## config.mk

```make
export PLATFORM = sky130hd
export DESIGN_NAME = rx_acq_sequencer
export DESIGN_NICKNAME = d
export VERILOG_FILES = /design/src/rtl/rx_acq_sequencer.sv
export SDC_FILE = /design/constraint.sdc
export NUM_CORES = 1
export LEC_CHECK = 0
export BUFFER_PORTS_ARGS = -buffer_cell sky130_fd_sc_hd__buf_2
export CAP_MARGIN = 20
export CELL_PAD_IN_SITES_DETAIL_PLACEMENT = 1
export CELL_PAD_IN_SITES_GLOBAL_PLACEMENT = 1
export CORE_UTILIZATION = 41
export DETAILED_ROUTE_END_ITERATION = 10
export GPL_TIMING_DRIVEN = 0
export PLACE_DENSITY = 0.86
export SETUP_SLACK_MARGIN = 0.4
export SLEW_MARGIN = 20
export SYNTH_ARGS = -nofsm -noshare
export SYNTH_HDL_FRONTEND = slang
export SYNTH_SLANG_ARGS = --single-unit
```

## constraint.sdc

```tcl
create_clock -name clock -period 1.78 [get_ports clock]
set_input_delay 0.356 -clock clock [delete_from_list [all_inputs] [get_ports clock]]
set_output_delay 0.356 -clock clock [all_outputs]
set_load 0.01 [all_outputs]
```

## src/rtl/rx_acq_sequencer.sv

```systemverilog
// Frame sequencer for the shared receiver ADC: converts channels 0..3 each frame, publishes rx1..rx4
// together and strobes endata. Define RXACQ_ERRCNT_EN to include the saturating timeout counter.
`timescale 1ns/1ps
module rx_acq_sequencer #(
  parameter int FRAMEDIV    = 20,
  parameter int ADC_TIMEOUT = 3
) (
  input  logic        clock,
  input  logic        reset,
  input  logic        enable,
  output logic [1:0]  adc_sel,
  output logic        adc_start,
  input  logic        adc_done,
  input  logic [11:0] adc_data,
  output logic [11:0] rx1,
  output logic [11:0] rx2,
  output logic [11:0] rx3,
  output logic [11:0] rx4,
  output logic        endata,
  output logic [7:0]  err_count
);
  localparam int FCW = $clog2(FRAMEDIV);
  localparam int WCW = $clog2(ADC_TIMEOUT + 1);
  localparam logic [FCW-1:0] FC_LAST  = FCW'(FRAMEDIV - 1);
  localparam logic [FCW-1:0] FC_PUB   = FCW'(FRAMEDIV - 3);
  localparam logic [WCW-1:0] WAIT_MAX = WCW'(ADC_TIMEOUT);

  typedef enum logic [2:0] {
    S_IDLE    = 3'd0,
    S_START   = 3'd1,
    S_WAIT    = 3'd2,
    S_HOLD    = 3'd3,
    S_PUBLISH = 3'd4
  } state_t;

  state_t           state_q, state_d;
  logic [FCW-1:0]   fc_q, fc_d;
  logic [1:0]       ch_q, ch_d;
  logic [WCW-1:0]   wcnt_q, wcnt_d;
  logic [11:0]      shadow_q [4];
  logic [11:0]      shadow_d [4];
  logic [11:0]      rx_q [4];
  logic [11:0]      rx_d [4];
  logic [1:0]       sel_q, sel_d;
  logic             start_q, start_d;
  logic             endata_q, endata_d;
  logic             step_s;

  // Next-state logic; registered outputs are derived from the next state so they line up with it.
  always_comb begin
    state_d  = state_q;
    ch_d     = ch_q;
    wcnt_d   = wcnt_q;
    shadow_d = shadow_q;
    step_s   = 1'b0;
    fc_d     = (fc_q == FC_LAST) ? '0 : fc_q + FCW'(1);

    case (state_q)
      S_IDLE: begin
        if ((fc_q == '0) && enable) begin
          ch_d    = 2'd0;
          state_d = S_START;
        end else begin
          state_d = S_IDLE;
        end
      end
      S_START: begin
        wcnt_d  = WCW'(1);
        state_d = S_WAIT;
      end
      S_WAIT: begin
        // A done strobe on the final wait cycle still counts as a good conversion.
        if (adc_done) begin
          shadow_d[ch_q] = adc_data;
          step_s         = 1'b1;
        end else if (wcnt_q == WAIT_MAX) begin
          step_s = 1'b1;
        end else begin
          wcnt_d = wcnt_q + WCW'(1);
        end
        if (step_s) begin
          if (ch_q == 2'd3) begin
            state_d = S_HOLD;
          end else begin
            ch_d    = ch_q + 2'd1;
            state_d = S_START;
          end
        end else begin
          state_d = S_WAIT;
        end
      end
      S_HOLD: begin
        if (fc_q == FC_PUB) begin
          state_d = S_PUBLISH;
        end else begin
          state_d = S_HOLD;
        end
      end
      S_PUBLISH: state_d = S_IDLE;
      default:   state_d = S_IDLE;
    endcase

    sel_d    = ch_d;
    start_d  = (state_d == S_START);
    endata_d = (state_d == S_PUBLISH);
    if (state_d == S_PUBLISH) begin
      rx_d = shadow_q;
    end else begin
      rx_d = rx_q;
    end
  end

  // State, frame counter and output registers.
  always_ff @(posedge clock) begin
    if (!reset) begin
      state_q  <= S_IDLE;
      fc_q     <= '0;
      ch_q     <= 2'd0;
      wcnt_q   <= '0;
      shadow_q <= '{default: 12'd0};
      rx_q     <= '{default: 12'd0};
      sel_q    <= 2'd0;
      start_q  <= 1'b0;
      endata_q <= 1'b0;
    end else begin
      state_q  <= state_d;
      fc_q     <= fc_d;
      ch_q     <= ch_d;
      wcnt_q   <= wcnt_d;
      shadow_q <= shadow_d;
      rx_q     <= rx_d;
      sel_q    <= sel_d;
      start_q  <= start_d;
      endata_q <= endata_d;
    end
  end

  assign adc_sel   = sel_q;
  assign adc_start = start_q;
  assign endata    = endata_q;
  assign rx1       = rx_q[0];
  assign rx2       = rx_q[1];
  assign rx3       = rx_q[2];
  assign rx4       = rx_q[3];

`ifdef RXACQ_ERRCNT_EN
  logic [7:0] err_q, err_d;
  logic       timeout_s;

  assign timeout_s = (state_q == S_WAIT) && !adc_done && (wcnt_q == WAIT_MAX);

  // Saturating count of abandoned conversions.
  always_comb begin
    if (timeout_s && (err_q != 8'hFF)) begin
      err_d = err_q + 8'd1;
    end else begin
      err_d = err_q;
    end
  end

  // Timeout counter register.
  always_ff @(posedge clock) begin
    if (!reset) begin
      err_q <= 8'd0;
    end else begin
      err_q <= err_d;
    end
  end

  assign err_count = err_q;
`else
  assign err_count = 8'd0;
`endif

endmodule

```

## Word level (Yosys, flattened, before mapping)

Cells that the tools add are included.

- Register bits after elaboration: 110
- Input port bits: 16
- Output and inout bits: 60
- Logic and storage cells: 63

- Add/sub/neg operators: 3
- Order comparisons: 2
- Eq/ne operators: 14
- Mux-type cells: 18
- Bitwise logic cells: 2
- Reductions and logical operators: 10

Operators by type and width:

| operator | count |
|---|---|
| 48-bit bitwise mux | 1 |
| 12-bit demux with 2-bit select | 1 |
| 12-bit two-way mux | 1 |
| 2-bit two-way mux | 6 |
| 3-bit case mux with 4 select lines | 1 |
| 5-bit equality test (second input constant) | 2 |
| 2-bit != test (second input constant) | 5 |
| 2-bit case mux with 2 select lines | 2 |
| 3-bit by 1-bit equality test with 1-bit output (second input constant) | 2 |
| 3-bit by 2-bit equality test with 1-bit output (second input constant) | 2 |
| 3-bit two-way mux | 2 |
| 5-bit by 1-bit adder with 5-bit output (second input constant) | 1 |
| 5-bit zero test | 1 |
| 2-bit by 1-bit adder with 2-bit output (second input constant) | 2 |
| 2-bit equality test (second input constant) | 2 |
| 1-bit two-way mux | 4 |
| 4-bit AND reduction | 1 |
| 2-bit nonzero test | 2 |
| 3-bit equality test (second input constant) | 1 |
| 3-bit greater-or-equal comparator (second input constant) | 1 |
| 3-bit zero test | 1 |
| 3-bit by 1-bit < comparator with 1-bit output (second input constant) | 1 |
| 2-bit NOT with 3-bit output | 1 |
| 3-bit AND reduction | 1 |
| 4 further kinds | 5 |

## Depth between registers and ports, before layout

- Depth in word-level cells: 7
- Gate-level depth with buffers: 8
- Depth with buffers taken out: 6

## Least setup slack after synthesis

Ideal clock, no wire load.

- Kind: flip-flop to flip-flop
- Start point: register fc_q[0]
- End point: register rx_q (netlist bit rx2[0])
- Library setup time: 0.074 ns
- Arrival time: 1.408 ns
- Required time: 1.706 ns
- Path slack: 0.298 ns
- Stages on the path, launching flop included: 8
- Path buffers: 2
- Clock period less this slack: 1.482 ns
- Cells stage by stage: dfxtp_1 -> ha_1 -> nand4bb_4 -> nor3_4 -> buf_4 -> buf_6 -> nand3_1 -> o21ai_0

- Cells in the longest elaborated chain, start to end: 5
- Elaborated cells on any way between the ends: 7
- Classes of those cells: eq/ne (2); mux (3); reduce/logical (2)

Ends and longest elaborated chain:

| what | line | text |
|---|---|---|
| from (decl) | 37 | `logic [FCW-1:0] fc_q, fc_d;` |
| from (signal assigned) | 117 | `fc_q <= '0;` |
| from (signal assigned) | 127 | `fc_q <= fc_d;` |
| 5-bit zero test | 60 | `if ((fc_q == '0) && enable) begin` |
| 1-bit logical AND | 60 |  |
| 1-bit two-way mux | 60 |  |
| 3-bit case mux with 4 select lines * | 58 | `case (state_q)` |
| 3-bit equality test * | 106 | `if (state_d == S_PUBLISH) begin` |
| to (signal assigned) | 131 | `rx_q <= rx_d;` |
| to (decl) | 42 | `logic [11:0] rx_q [4];` |

Mark *: on every way between the ends. The rest lies on a longest branch, timed or not.
A chain may end at the register's enable or synchronous reset.

==> impl_metrics.env <==
export IMPL_status="finished, final reports clean"
export IMPL_worstSkewPairLatency_ns=0.38
export IMPL_nets=642
export IMPL_gr_usage_all_layers_pct=25.2
export IMPL_initial_core_util_pct=42.9
export IMPL_critical_path_required_ns=2.09
export IMPL_worst_clock_skew_ns=0.0131
export IMPL_synthToLayoutAreaGrowth_pct=41.7
export IMPL_hold_path_class="input pin to flop"
export IMPL_p_sw_share_pct=27.1
export IMPL_num_vias=4384
export IMPL_place_inst=712
export IMPL_ant_nets=0
export IMPL_io_pins=76
export IMPL_cp_num_buf_inv=3
export IMPL_avgViaCountPerCell=5.80
export IMPL_cp_max_fo=10
export IMPL_finalPower_mw=4.34
export IMPL_place_gp_congestion=0.865
export IMPL_post_route_min_period_ns=1.67
export IMPL_die_width_microns=104
export IMPL_avgRoutedWirePerCell_microns=23.1
export IMPL_timing_critical_path_mode_cell="buf_1"
export IMPL_first_pass_iters=5
export IMPL_path_clk_slew_ns=0.11
export IMPL_clk_path_buf_depth=2
export IMPL_setup_violations=0
export IMPL_synth_seq_cells=110
export IMPL_clockRootBuffer="clkbuf_8"
export IMPL_finalHoldViolCount=0
export IMPL_path_cells="buf_2, buf_1, buf_1, nand3_1, o21ai_1"
export IMPL_startpoint_type="input pin"
export IMPL_crit_type="input pin to flop"
export IMPL_drt_first_iter_violations=318
export IMPL_grt_pass1_wl_mm=21.4
export IMPL_postSynthAreaPerCell_sq_um=8.44
export IMPL_rows=36
export IMPL_slew_headroom_pct=53.3
export IMPL_ys_warn_count=0
export IMPL_ys_types=35
export IMPL_p_leak_nw=2.39
export IMPL_endpoint_kind="flop"
export IMPL_synth_seq_area_share_pct=51.6
export IMPL_nFillCells=1150
export IMPL_synth_top_area_share_pct=51.6
export IMPL_first_global_vias=4043
export IMPL_ff_latch_area_sq_um=2210
export IMPL_cts_made_buffers=9
export IMPL_rsz0062_at_grt="yes"
export IMPL_grt_overflow_total=0
export IMPL_synth_largest_area_cell="dfxtp_1"
export IMPL_cts_tree="done"
export IMPL_netlist_area_sq_um=4270
export IMPL_period_share_pct=93.9
export IMPL_worstPathArrival_ns=1.98
export IMPL_pwr_share_seq_pct=57.8
export IMPL_peakVddDrop_mv=0.457
export IMPL_max_stage_delay_ns=0.55
export IMPL_crit_slowest_cell="buf_1"
export IMPL_wirelength_mm=17.4
export IMPL_htree_levels=3
export IMPL_p_comb_share_pct=7.6
export IMPL_post_route_util_pct=60.8
export IMPL_core_area_sq_um=9950
export IMPL_syn_instance_count=506
export IMPL_final_cells=756
export IMPL_critical_path_top_delay_family="buffers and inverters"
export IMPL_cts_hold_buffers_added=0
export IMPL_final_common_cell="dfxtp_1"
export IMPL_timing_fmax_ghz=0.598
export IMPL_tightest_slew_ns=0.700
export IMPL_p_clk_share_pct=34.6
export IMPL_hold_ws_ns=0.269
export IMPL_final_cell_mix="dfxtp_1 (104), nand2_1 (99), buf_2 (68), o21ai_1 (58), nand3_2 (47)"
export IMPL_cellPowerDensity_nw_per_um2=718
export IMPL_power_switching_mw=1.18
export IMPL_multiInputGateArea_sq_um=2320
export IMPL_numClockSinks=110
export IMPL_port_buffers=66
export IMPL_power_internal_mw=3.17
export IMPL_tns_ns=0
export IMPL_antenna_found_initial=0
export IMPL_hpwl_mm=9.01
export IMPL_drv_cap=0
export IMPL_drc=0
export IMPL_grt_max_degree=20
export IMPL_num_antenna_cells=0
export IMPL_drive_gt1_share_pct=39.6
export IMPL_slew_violations=0
export IMPL_die_h_microns=104
export IMPL_synth_top_cells_by_area="dfxtp_1 (52%), nand2_1 (10%), nand3_1 (9.5%), o21ai_0 (8.6%), a21boi_1 (3.5%)"
export IMPL_die_area_sq_um=10800
[cell type report]
class	count	share of cell area, %
buffer	46	6.68
clock buffer	10	2.27
clock inverter	6	0.868
inverter	8	0.496
multi-input combinational	349	38.4
sequential	110	36.6
tap	133	2.75
timing repair buffer	94	12.0
[state kept, by name (all words and copies together), names as in the netlist]
register	flops
adc_sel	2
adc_start	1
endata	1
fc_q	5
rx1	12
rx2	12
rx3	12
rx4	12
shadow_q	48
state_q	3
wcnt_q	2
[path summary, 6_finish.rpt]
| kind | start | endpoint | slack [ns] | cells past startpoint |
|---|---|---|---|---|
| hold reg to reg | rx1[10]$_SDFFE_PN0N_ | rx1[10]$_SDFFE_PN0N_ | 0.46 | 2 |
| hold / removal | adc_data[9] | shadow_q[33]$_SDFFE_PN0P_ | 0.27 | 3 |
| setup reg to reg | fc_q[1]$_SDFF_PP0_ | rx3[7]$_SDFFE_PN0N_ | 0.14 | 9 |
| setup / recovery | reset | shadow_q[11]$_SDFFE_PN0P_ | 0.11 | 5 |
[power groups by stage]
stage          clock (mW)  combinational [mW]  sequential, mW
2_1_floorplan           0               0.152            2.56
3_3_place_gp            0               0.227            2.56
3_5_place_dp            0               0.240            2.56
4_1_cts              1.50               0.269            2.51
5_1_grt              1.60               0.348            2.51
6_report             1.50               0.329            2.51
[kinds of logic after synthesis]
| logic type | share of synthesized area, % |
|---|---|
| compound gates | 14.6 |
| fa+ha+maj | 2.34 |
| simple gates | 23.8 |
| flops | 51.6 |
| mux | 0.703 |
| xor+xnor | 0.410 |
| other cells | 0.0878 |
| buf+inv | 6.48 |
[worst reg2reg max path, stage by stage, from the launching register on]
cell and delay, ns:
dfxtp_2 0.34, inv_2 0.07, ha_4 0.14, nand4bb_4 0.13, nor3_4 0.26, buf_12 0.15
buf_12 0.15, buf_8 0.14, nand3_2 0.07, o21ai_1 0.13
[timing repair]
| item | 4_1_cts | 5_1_grt |
|---|---|---|
| buffers inserted | 12 | 7 |
| cloned | 3 | 6 |
| setup endpoints to repair | 103 | 109 |
| pin swaps | 9 | 41 |
| resized for setup | 101 | 143 |
[per-stage QoR]
| stage | area (sq um) | worst slack (ns) |
|---|---|---|
| 3_5_place_dp | 4820 | -0.0960 |
| 3_3_place_gp | 4820 | 0.0153 |
| 6_report | 6050 | 0.108 |
| 2_1_floorplan | 4320 | 0.403 |
| 4_1_cts | 5410 | 0.228 |
| 5_1_grt | 6050 | 0.0460 |
[metal layers]
metal | track usage (%) | part of all wire, % | vias to the layer above
li1 | - | - | 1917
met1 | 28.0 | 36 | 2177
met2 | 46.8 | 54 | 220
met3 | 4.70 | 5.0 | 70
met4 | 10.3 | 4.9 | 0
met5 | 0 | 0 | -
[Yosys cell counts]
| cell | n |
|---|---|
| nor2_1 | 8 |
| nand3_1 | 81 |
| dfxtp_1 | 110 |
| buf_4 | 9 |
| nor4bb_1 | 1 |
| xnor2_1 | 2 |
| nor3b_4 | 1 |
| nand2_1 | 116 |
| a22oi_1 | 1 |
| o31ai_1 | 2 |
| inv_1 | 8 |
| a21oi_1 | 1 |
| and3_2 | 2 |
| buf_2 | 7 |
| o21ai_1 | 4 |
| and2_1 | 3 |
| a211oi_1 | 1 |
| o22ai_1 | 1 |
| conb_1 | 1 |
| o21ai_0 | 73 |
| a21boi_0 | 5 |
| o21a_1 | 1 |
| nor4_1 | 1 |
| buf_6 | 4 |
| nor3_4 | 1 |
| buf_1 | 4 |
| nand3_2 | 2 |
| a21boi_1 | 20 |
| ha_1 | 8 |
| nor2b_1 | 1 |
| nor3b_1 | 1 |
| nand4bb_4 | 1 |
| mux2i_1 | 3 |
| clkbuf_1 | 21 |
| clkbuf_2 | 1 |
Note: power is estimated with default switching activity, not from simulation.
